--- src/rtl/tis100_pkg.sv ---
// Shared constants for the TIS-100 node sequencer: opcodes, next-IP selects, FSM states.
package tis100_pkg;

    localparam int unsigned ACC_W   = 11;
    localparam int unsigned IP_W    = 8;
    localparam int unsigned INSTR_W = 18;
    localparam int unsigned OP_W    = 5;

    localparam logic [OP_W-1:0] OP_NOP    = 5'h00;
    localparam logic [OP_W-1:0] OP_SWP    = 5'h01;
    localparam logic [OP_W-1:0] OP_SAV    = 5'h02;
    localparam logic [OP_W-1:0] OP_NEG    = 5'h03;
    localparam logic [OP_W-1:0] OP_ADD    = 5'h04;
    localparam logic [OP_W-1:0] OP_SUB    = 5'h05;
    localparam logic [OP_W-1:0] OP_MOV    = 5'h06;
    localparam logic [OP_W-1:0] OP_MOV_RD = 5'h08;
    localparam logic [OP_W-1:0] OP_MOV_WR = 5'h09;
    localparam logic [OP_W-1:0] OP_ADD_RD = 5'h0A;
    localparam logic [OP_W-1:0] OP_SUB_RD = 5'h0B;
    localparam logic [OP_W-1:0] OP_JMP    = 5'h10;
    localparam logic [OP_W-1:0] OP_JEZ    = 5'h11;
    localparam logic [OP_W-1:0] OP_JNZ    = 5'h12;
    localparam logic [OP_W-1:0] OP_JGZ    = 5'h13;
    localparam logic [OP_W-1:0] OP_JLZ    = 5'h14;
    localparam logic [OP_W-1:0] OP_JRO    = 5'h15;

    localparam logic [1:0] SEL_INC   = 2'b00;
    localparam logic [1:0] SEL_JADDR = 2'b01;
    localparam logic [1:0] SEL_ABS   = 2'b10;
    localparam logic [1:0] SEL_ZERO  = 2'b11;

    typedef enum logic [1:0] {
        ST_IDLE    = 2'd0,
        ST_RUN     = 2'd1,
        ST_RD_WAIT = 2'd2,
        ST_WR_WAIT = 2'd3
    } state_t;

endpackage

--- src/rtl/jro_clamp.sv ---
// JRO target: ip + signed acc at 12-bit width, clamped into [0, prog_last].
module jro_clamp
    import tis100_pkg::*;
(
    input  logic [0:IP_W-1]  ip,
    input  logic [0:ACC_W-1] acc,
    input  logic [0:IP_W-1]  prog_last,
    output logic [0:IP_W-1]  target
);

    localparam int unsigned SUM_W = 12;

    logic signed [SUM_W-1:0] sum;
    logic signed [SUM_W-1:0] last_ext;

    always_comb begin
        sum      = $signed({{(SUM_W-IP_W){1'b0}}, ip}) + $signed({{(SUM_W-ACC_W){acc[0]}}, acc});
        last_ext = $signed({{(SUM_W-IP_W){1'b0}}, prog_last});
        if (sum[SUM_W-1]) begin
            target = '0;
        end else if (sum > last_ext) begin
            target = prog_last;
        end else begin
            target = sum[IP_W-1:0];
        end
    end

endmodule

--- src/rtl/tis_node_seq.sv ---
// TIS-100 node sequencer: decodes the current instruction, picks the next IP and
// runs the port read/write handshakes.
module tis_node_seq
    import tis100_pkg::*;
(
    input  logic               clk,
    input  logic               reset,
    input  logic               run_en,
    input  logic [0:INSTR_W-1] instr,
    input  logic [0:IP_W-1]    ip,
    input  logic [0:IP_W-1]    prog_last,
    input  logic [0:ACC_W-1]   acc,
    input  logic               port_rd_valid,
    input  logic               port_wr_ready,
    output logic [0:1]         jmpCond,
    output logic               jmpInstr,
    output logic [0:IP_W-1]    jAddr,
    output logic               exec_en,
    output logic               port_rd_req,
    output logic               port_wr_req,
    output logic               err_illegal
);

    state_t            state, state_nxt;
    logic [OP_W-1:0]   op;
    logic [IP_W-1:0]   tgt;
    logic [IP_W-1:0]   jro_tgt;
    logic [1:0]        seq_sel;
    logic              acc_zero, acc_neg, taken;
    logic              unused_instr;

    assign op           = instr[0:OP_W-1];
    assign tgt          = instr[INSTR_W-IP_W:INSTR_W-1];
    assign unused_instr = ^instr[OP_W:INSTR_W-IP_W-1];
    assign acc_zero     = (acc == '0);
    assign acc_neg      = acc[0];
    assign seq_sel      = (ip == prog_last) ? SEL_ZERO : SEL_INC;

    jro_clamp u_jro_clamp (
        .ip        (ip),
        .acc       (acc),
        .prog_last (prog_last),
        .target    (jro_tgt)
    );

    always_ff @(posedge clk or negedge reset) begin
        if (!reset) begin
            state <= ST_IDLE;
        end else begin
            state <= state_nxt;
        end
    end

    // Next state and Mealy next-IP/retire decode; IP is held unless something retires.
    always_comb begin
        state_nxt   = state;
        jmpCond     = SEL_JADDR;
        jAddr       = ip;
        jmpInstr    = 1'b0;
        exec_en     = 1'b0;
        port_rd_req = 1'b0;
        port_wr_req = 1'b0;
        err_illegal = 1'b0;
        taken       = 1'b0;
        case (state)
            ST_IDLE: begin
                if (run_en) state_nxt = ST_RUN;
            end
            ST_RUN: begin
                if (!run_en) begin
                    state_nxt = ST_IDLE;
                end else begin
                    exec_en = 1'b1;
                    jmpCond = seq_sel;
                    case (op)
                        OP_NOP, OP_SWP, OP_SAV, OP_NEG, OP_ADD, OP_SUB, OP_MOV: begin
                            exec_en = 1'b1;
                        end
                        OP_MOV_RD, OP_ADD_RD, OP_SUB_RD: begin
                            exec_en   = 1'b0;
                            jmpCond   = SEL_JADDR;
                            state_nxt = ST_RD_WAIT;
                        end
                        OP_MOV_WR: begin
                            exec_en   = 1'b0;
                            jmpCond   = SEL_JADDR;
                            state_nxt = ST_WR_WAIT;
                        end
                        OP_JMP, OP_JEZ, OP_JNZ, OP_JGZ, OP_JLZ: begin
                            jmpInstr = 1'b1;
                            case (op)
                                OP_JEZ:  taken = acc_zero;
                                OP_JNZ:  taken = !acc_zero;
                                OP_JGZ:  taken = !acc_neg && !acc_zero;
                                OP_JLZ:  taken = acc_neg;
                                default: taken = 1'b1;
                            endcase
                            if (taken) begin
                                if (tgt > prog_last) begin
                                    jmpCond     = SEL_ZERO;
                                    err_illegal = 1'b1;
                                end else begin
                                    jmpCond = SEL_ABS;
                                end
                            end
                        end
                        OP_JRO: begin
                            jmpInstr = 1'b1;
                            jmpCond  = SEL_JADDR;
                            jAddr    = jro_tgt;
                        end
                        default: begin
                            err_illegal = 1'b1;
                        end
                    endcase
                end
            end
            ST_RD_WAIT: begin
                port_rd_req = 1'b1;
                if (port_rd_valid) begin
                    exec_en   = 1'b1;
                    jmpCond   = seq_sel;
                    state_nxt = ST_RUN;
                end
            end
            ST_WR_WAIT: begin
                port_wr_req = 1'b1;
                if (port_wr_ready) begin
                    exec_en   = 1'b1;
                    jmpCond   = seq_sel;
                    state_nxt = ST_RUN;
                end
            end
            default: state_nxt = ST_IDLE;
        endcase
    end

endmodule

--- config.mk ---
export PLATFORM = sky130hd
export DESIGN_NAME = tis_node_seq
export DESIGN_NICKNAME = d
export VERILOG_FILES = /design/src/rtl/tis100_pkg.sv /design/src/rtl/jro_clamp.sv /design/src/rtl/tis_node_seq.sv
export SDC_FILE = /design/constraint.sdc
export NUM_CORES = 1
export LEC_CHECK = 0
export ABC_AREA = 1
export BUFFER_PORTS_ARGS = -buffer_cell sky130_fd_sc_hd__clkbuf_2
export CORE_ASPECT_RATIO = 1.4
export CORE_MARGIN = 1.5
export CORE_UTILIZATION = 55
export CTS_CLUSTER_DIAMETER = 150
export DETAILED_ROUTE_END_ITERATION = 8
export GPL_TIMING_DRIVEN = 0
export HOLD_SLACK_MARGIN = 0.05
export PLACE_DENSITY = 0.95
export SLEW_MARGIN = 20
export SYNTH_ARGS = -nofsm -noshare
export SYNTH_HDL_FRONTEND = slang
export SYNTH_SLANG_ARGS = --single-unit
--- constraint.sdc ---
create_clock -name clk -period 17.07 [get_ports clk]
set_input_delay 5.121 -clock clk [delete_from_list [all_inputs] [get_ports clk]]
set_output_delay 5.121 -clock clk [all_outputs]
set_load 0.03 [all_outputs]
After elaboration in Yosys (flattened, before gate mapping)
Cells that the tools add are included.
W data, S select, Z words.
{ "totals": {"reg_bits": 2, "input_bits": 50, "output_inout_bits": 15, "wordCells": 79} }
{ "classes": {"add_sub_neg": 1, "n_lt_le_gt_ge": 2, "n_eq_ne": 24, "mux": 38, "n_reduce_logical": 13} }
{ "ops": {"columns": ["op", "count"], "rows": [
  ["$mux W8", 5],
  ["$eq A5 B5 Y1 const B", 6],
  ["$eq A5 B4 Y1 const B", 4],
  ["$mux W2", 9],
  ["$mux W1", 17],
  ["$eq A5 B3 Y1 const B", 3],
  ["$add A9 B11 Y12", 1],
  ["$gt A12 B9 Y1", 1],
  ["$reduce_or A12 Y1", 1],
  ["$logic_not A11 Y1", 1],
  ["$eq A5 B2 Y1 const B", 2],
  ["$reduce_or A5 Y1", 2],
  ["$eq A8 B8 Y1", 1],
  ["$gt A8 B8 Y1", 1],
  ["$pmux W2 S2", 2],
  ["$pmux W2 S4", 1],
  ["$ne A2 B2 Y1 const B", 3],
  ["$pmux W2 S3", 1],
  ["$reduce_or A6 Y1", 1],
  ["$eq A5 B1 Y1 const B", 1],
  ["$logic_not A5 Y1", 1],
  ["$eq A2 B2 Y1 const B", 2],
  ["$ne A4 B2 Y1 const B", 1],
  ["$pmux W1 S4", 1],
  ["other kinds (9)", 10]
]} }

Depth between registers and ports, before layout
{ "logic_depth": {"word_depth": 11, "depth_mapped": 20, "ltp_nobuf": 20} }

Modules after synthesis
From an unflattened synthesis, not the netlist that was laid out.
{ "unflattened": {"cells_unflattened": 336, "hier_area_um2": 1913.1} }
{ "by_module_without_submodules": {"columns": ["mod", "n_inst", "cells_per_inst", "area_per_inst_um2", "seq_area_each_um2"], "rows": [
  ["tis_node_seq", 1, 166, 963.4, 50.0],
  ["jro_clamp", 1, 170, 949.7, 0.0]
]} }

Worst setup path before layout
OpenSTA, ideal clock, no wires.
{ "synth_path": {"path_type": "input port to output port", "startpoint": "in ip[7] (netlist bit)", "endpoint": "out jAddr[0] (netlist bit)", "arrival_time_ps": 7540, "required_ps": 11949, "slack_ps": 4409, "cell_stages": 20, "n_path_buf": 0, "cell_sequence": "ha_1 inv_1 fa_1 inv_1 nand2_1 nand2_1 nand2_1 o21ai_1 xor2_1 ha_1 nand2_1 nor2_1 nor2_1 nand3_1 nand2_1 nand4_4 nand2_4 nand2_1 nand3_1 nand2_1"} }
{ "synth_via": {"elab_chain_cells": 7} }
{ "synth_rtl": {"columns": ["element", "line", "rtl"], "rows": [
  ["start, declared", "tis_node_seq.sv:10", "input logic [0:IP_W-1] ip,"],
  ["$add A9 B11 Y12 *", "jro_clamp.sv:17", "sum = $signed({{(SUM_W-IP_W){1'b0}}, ip}) + $signed({{(SUM_W-ACC_W){acc[0]}}, acc});"],
  ["$gt A12 B9 Y1", "jro_clamp.sv:21", "end else if (sum > last_ext) begin"],
  ["$mux W8", "jro_clamp.sv:21", null],
  ["$mux W8 *", "jro_clamp.sv:19", "if (sum[SUM_W-1]) begin"],
  ["$mux W8 *", "tis_node_seq.sv:75", "case (op)"],
  ["$mux W8 *", "tis_node_seq.sv:70", "if (!run_en) begin"],
  ["$mux W8 *", "tis_node_seq.sv:65", "case (state)"],
  ["end, declared", "tis_node_seq.sv:17", "output logic [0:IP_W-1] jAddr,"]
]} }
Every way passes the cells marked *; elsewhere a longest branch is shown, timed or not.

Final worst setup path
{ "layout_path": {"startpoint": "in ip[7] (netlist bit)", "endpoint": "out jAddr[1] (netlist bit)"} }
Same word-level chain as after synthesis.

==> results.cfg <==
[layout]
mostFrequentLayoutCell = nand2_1
final_cells = 418
nNetsFinal = 456
biggestRegsByFlops = state (2)
postLayoutCoreUtil_pct = 69.3
design_area_um2 = 2120
regMostFlops = state
largest_reg_flops = 2
n_antenna_cell = 0
area_delta_synth_final_pct = 22.2
drive_gt1_share_pct = 23.7
final_cell_mix = nand2_1 (98), clkbuf_2 (59), inv_1 (52)

[logic_synthesis]
synth-main-ff-cell = dfrtp_1
synthesis.nets = 392
syn_inst = 317
avgSynthCellArea_um2 = 5.48
synth_edf_count = 0
synth.distinct_cells = 36
ys_warn_count = 0
async_flop_share_pct = 100
synth_area_um2 = 1740
synth-seq-cells = 2
yosysSeqAreaShare_pct = 2.88

[sta]
hold_viol_final = 0
max_slew_margin_pct = 72.8
min_period_ns = 13.23
max_slew.worst_pin.slew_ns = 0.408
clock.fmax_ghz = 0.0756
timing.setup.tns_ns = 0
setup_viol = 0
setup_slack_ns = 3.84
slew_violations = 0
whs_ns = 0.653
skew_ns = 0.00125
rsz0062_at_grt = no
fin_crit_sh_pct = 77.5

[floorplan]
die_area_um2 = 3510
coreArea_um2 = 3060
io_pins = 65
initial_core_util_pct = 56.7
die_x_um = 50.5
rows = 24
die_y_um = 69.5

[routing]
route.detailed.drc = 0
wl_per_cell_um = 11.5
drt_iter0_drc = 74
routed_via_density = 5.42
vias = 2264
first_pass_iters = 6
final_antenna_net_count = 0
wirelength_um = 4800

[worst_setup_path]
crit_path_max_incr_delay_ns = 0.40
critPathTopFamily = simple AND/OR/NAND/NOR gates
cp_max_fo = 9
end_kind = primary output
worstPathRequired_ns = 11.95
crit_path_cell_trace = clkbuf_2 > ha_1 > inv_1 > fa_1 > inv_1 > nand2_1 > nand2_1 > nand2_1 > o21ai_1 > xor2_1 > ha_1 > nand2_1 > nor2_1 > nor2_1 > nand3_1 > nand2_1 > nand4_4 > nand2_4 > nand2_1 > nand3_1 > nand2_1 > clkbuf_2
startpoint_type = primary input
critical_path_arrival_ns = 8.11
path_class = primary input to primary output
cp_slowest_cell = fa_1
critPathBufInv = 4
crit_top_cell = nand2_1

[clock_network]
clkSinkCount = 2
cts_buffers = 3
clock_latency_ns = 0.21
cts-htree-levels = 1
cts-root-buf = clkbuf_8
cts.repair.resized = 0
cts_buffer_depth = 2
ctsHoldBuffers = 0
clk_pin_slew_ns = 0.03
post_cts_buffers = 0
cts_tree = built

[pwr]
totalPowerFinal_mw = 0.125
power.leakage_nw = 1.28
ir_drop_mv = 0.0760
power.density_nw_per_um2 = 58.7

[global_route]
grt_pass1_wl_um = 8160
grt.total_usage_pct = 28.6
grt_pass1_vias = 2114
grt_max_degree = 11
antenna_found_initial = 0
grt-ovfl-total = 0

[placed_design]
gp_congestion = 0.952
portBuffers = 59
place_area_um2 = 2080
dp_hpwl_um = 4090
post-place-ws_ns = 3.86
dp.cells = 415

[worst_hold_path]
hp-class = flip-flop to flip-flop

[status]
status = complete, no violations

[job]
drv_cap = 0
==> logic make-up after synthesis <==
family | count (synthesis) | share of synthesized area (%)
DFF | 2 | 2.88
buffers and inverters | 60 | 13.2
xor gates and xnor gates | 6 | 3.02
adders and majority gates | 25 | 18.4
AOI/OAI and AO/OA | 32 | 11.9
and+or+nand+nor | 192 | 50.6
==> cell type report <==
type                       instances  area, µm²
buffer                             1       7.51
clock buffer                       3       41.3
fill                             284        940
inverter                          59        221
multi-input combinational        255       1460
sequential                         2       50.0
tap                               39       48.8
timing repair buffer              59        295
==> cells in the mapped netlist (2+ instances only) <==
master | count | area (µm²)
a21oi_1 | 14 | 70.1
dfrtp_1 | 2 | 50.1
nor3b_1 | 2 | 15.0
nand4_1 | 10 | 62.6
ha_1 | 24 | 300
a21boi_1 | 2 | 15.0
nor2_2 | 2 | 12.5
nand2_2 | 6 | 37.5
or2_2 | 7 | 43.8
xnor2_1 | 3 | 26.3
o21ai_1 | 2 | 10.0
xor2_1 | 3 | 26.3
nor3_1 | 2 | 10.0
nand3_1 | 28 | 140
nand2_1 | 98 | 368
inv_1 | 52 | 195
o21ai_0 | 5 | 25.0
nand3_2 | 3 | 30.0
inv_2 | 5 | 18.8
or2_1 | 2 | 12.5
nor2_1 | 29 | 109
clkinv_1 | 2 | 7.51
==> final timing paths <==
kind,slack [ns],end,startpoint,cells past startpoint
worst min-delay path,0.65,state[1],state[0],1
worst min register to register,0.65,state[1],state[0],1
worst max-delay path,3.84,jAddr[1],ip[7],22
min in group asynchronous,4.69,state[0],reset,1
worst max register to register,15.40,state[1],state[0],9
max in group asynchronous,12.27,state[1],reset,1
==> metal layers <==
metal | vias to the layer above | GRT usage (%) | wire length, µm
met1 | 1008 | 29.3 | 1840
met5 | - | 0 | 0
li1 | 1147 | - | -
met4 | 0 | 10.5 | 138
met3 | 19 | 2.59 | 231
met2 | 90 | 56.7 | 2590
==> where the power goes <==
part	switching (mW)	internal, mW	leakage [nW]	total (mW)
Combinational	0.0626	0.0334	1.24	0.0960
Sequential	0.00296	0.00695	0.0243	0.00991
Clock	0.00382	0.0149	0.0216	0.0187
No activity file was read; power rests on OpenSTA's default activity.
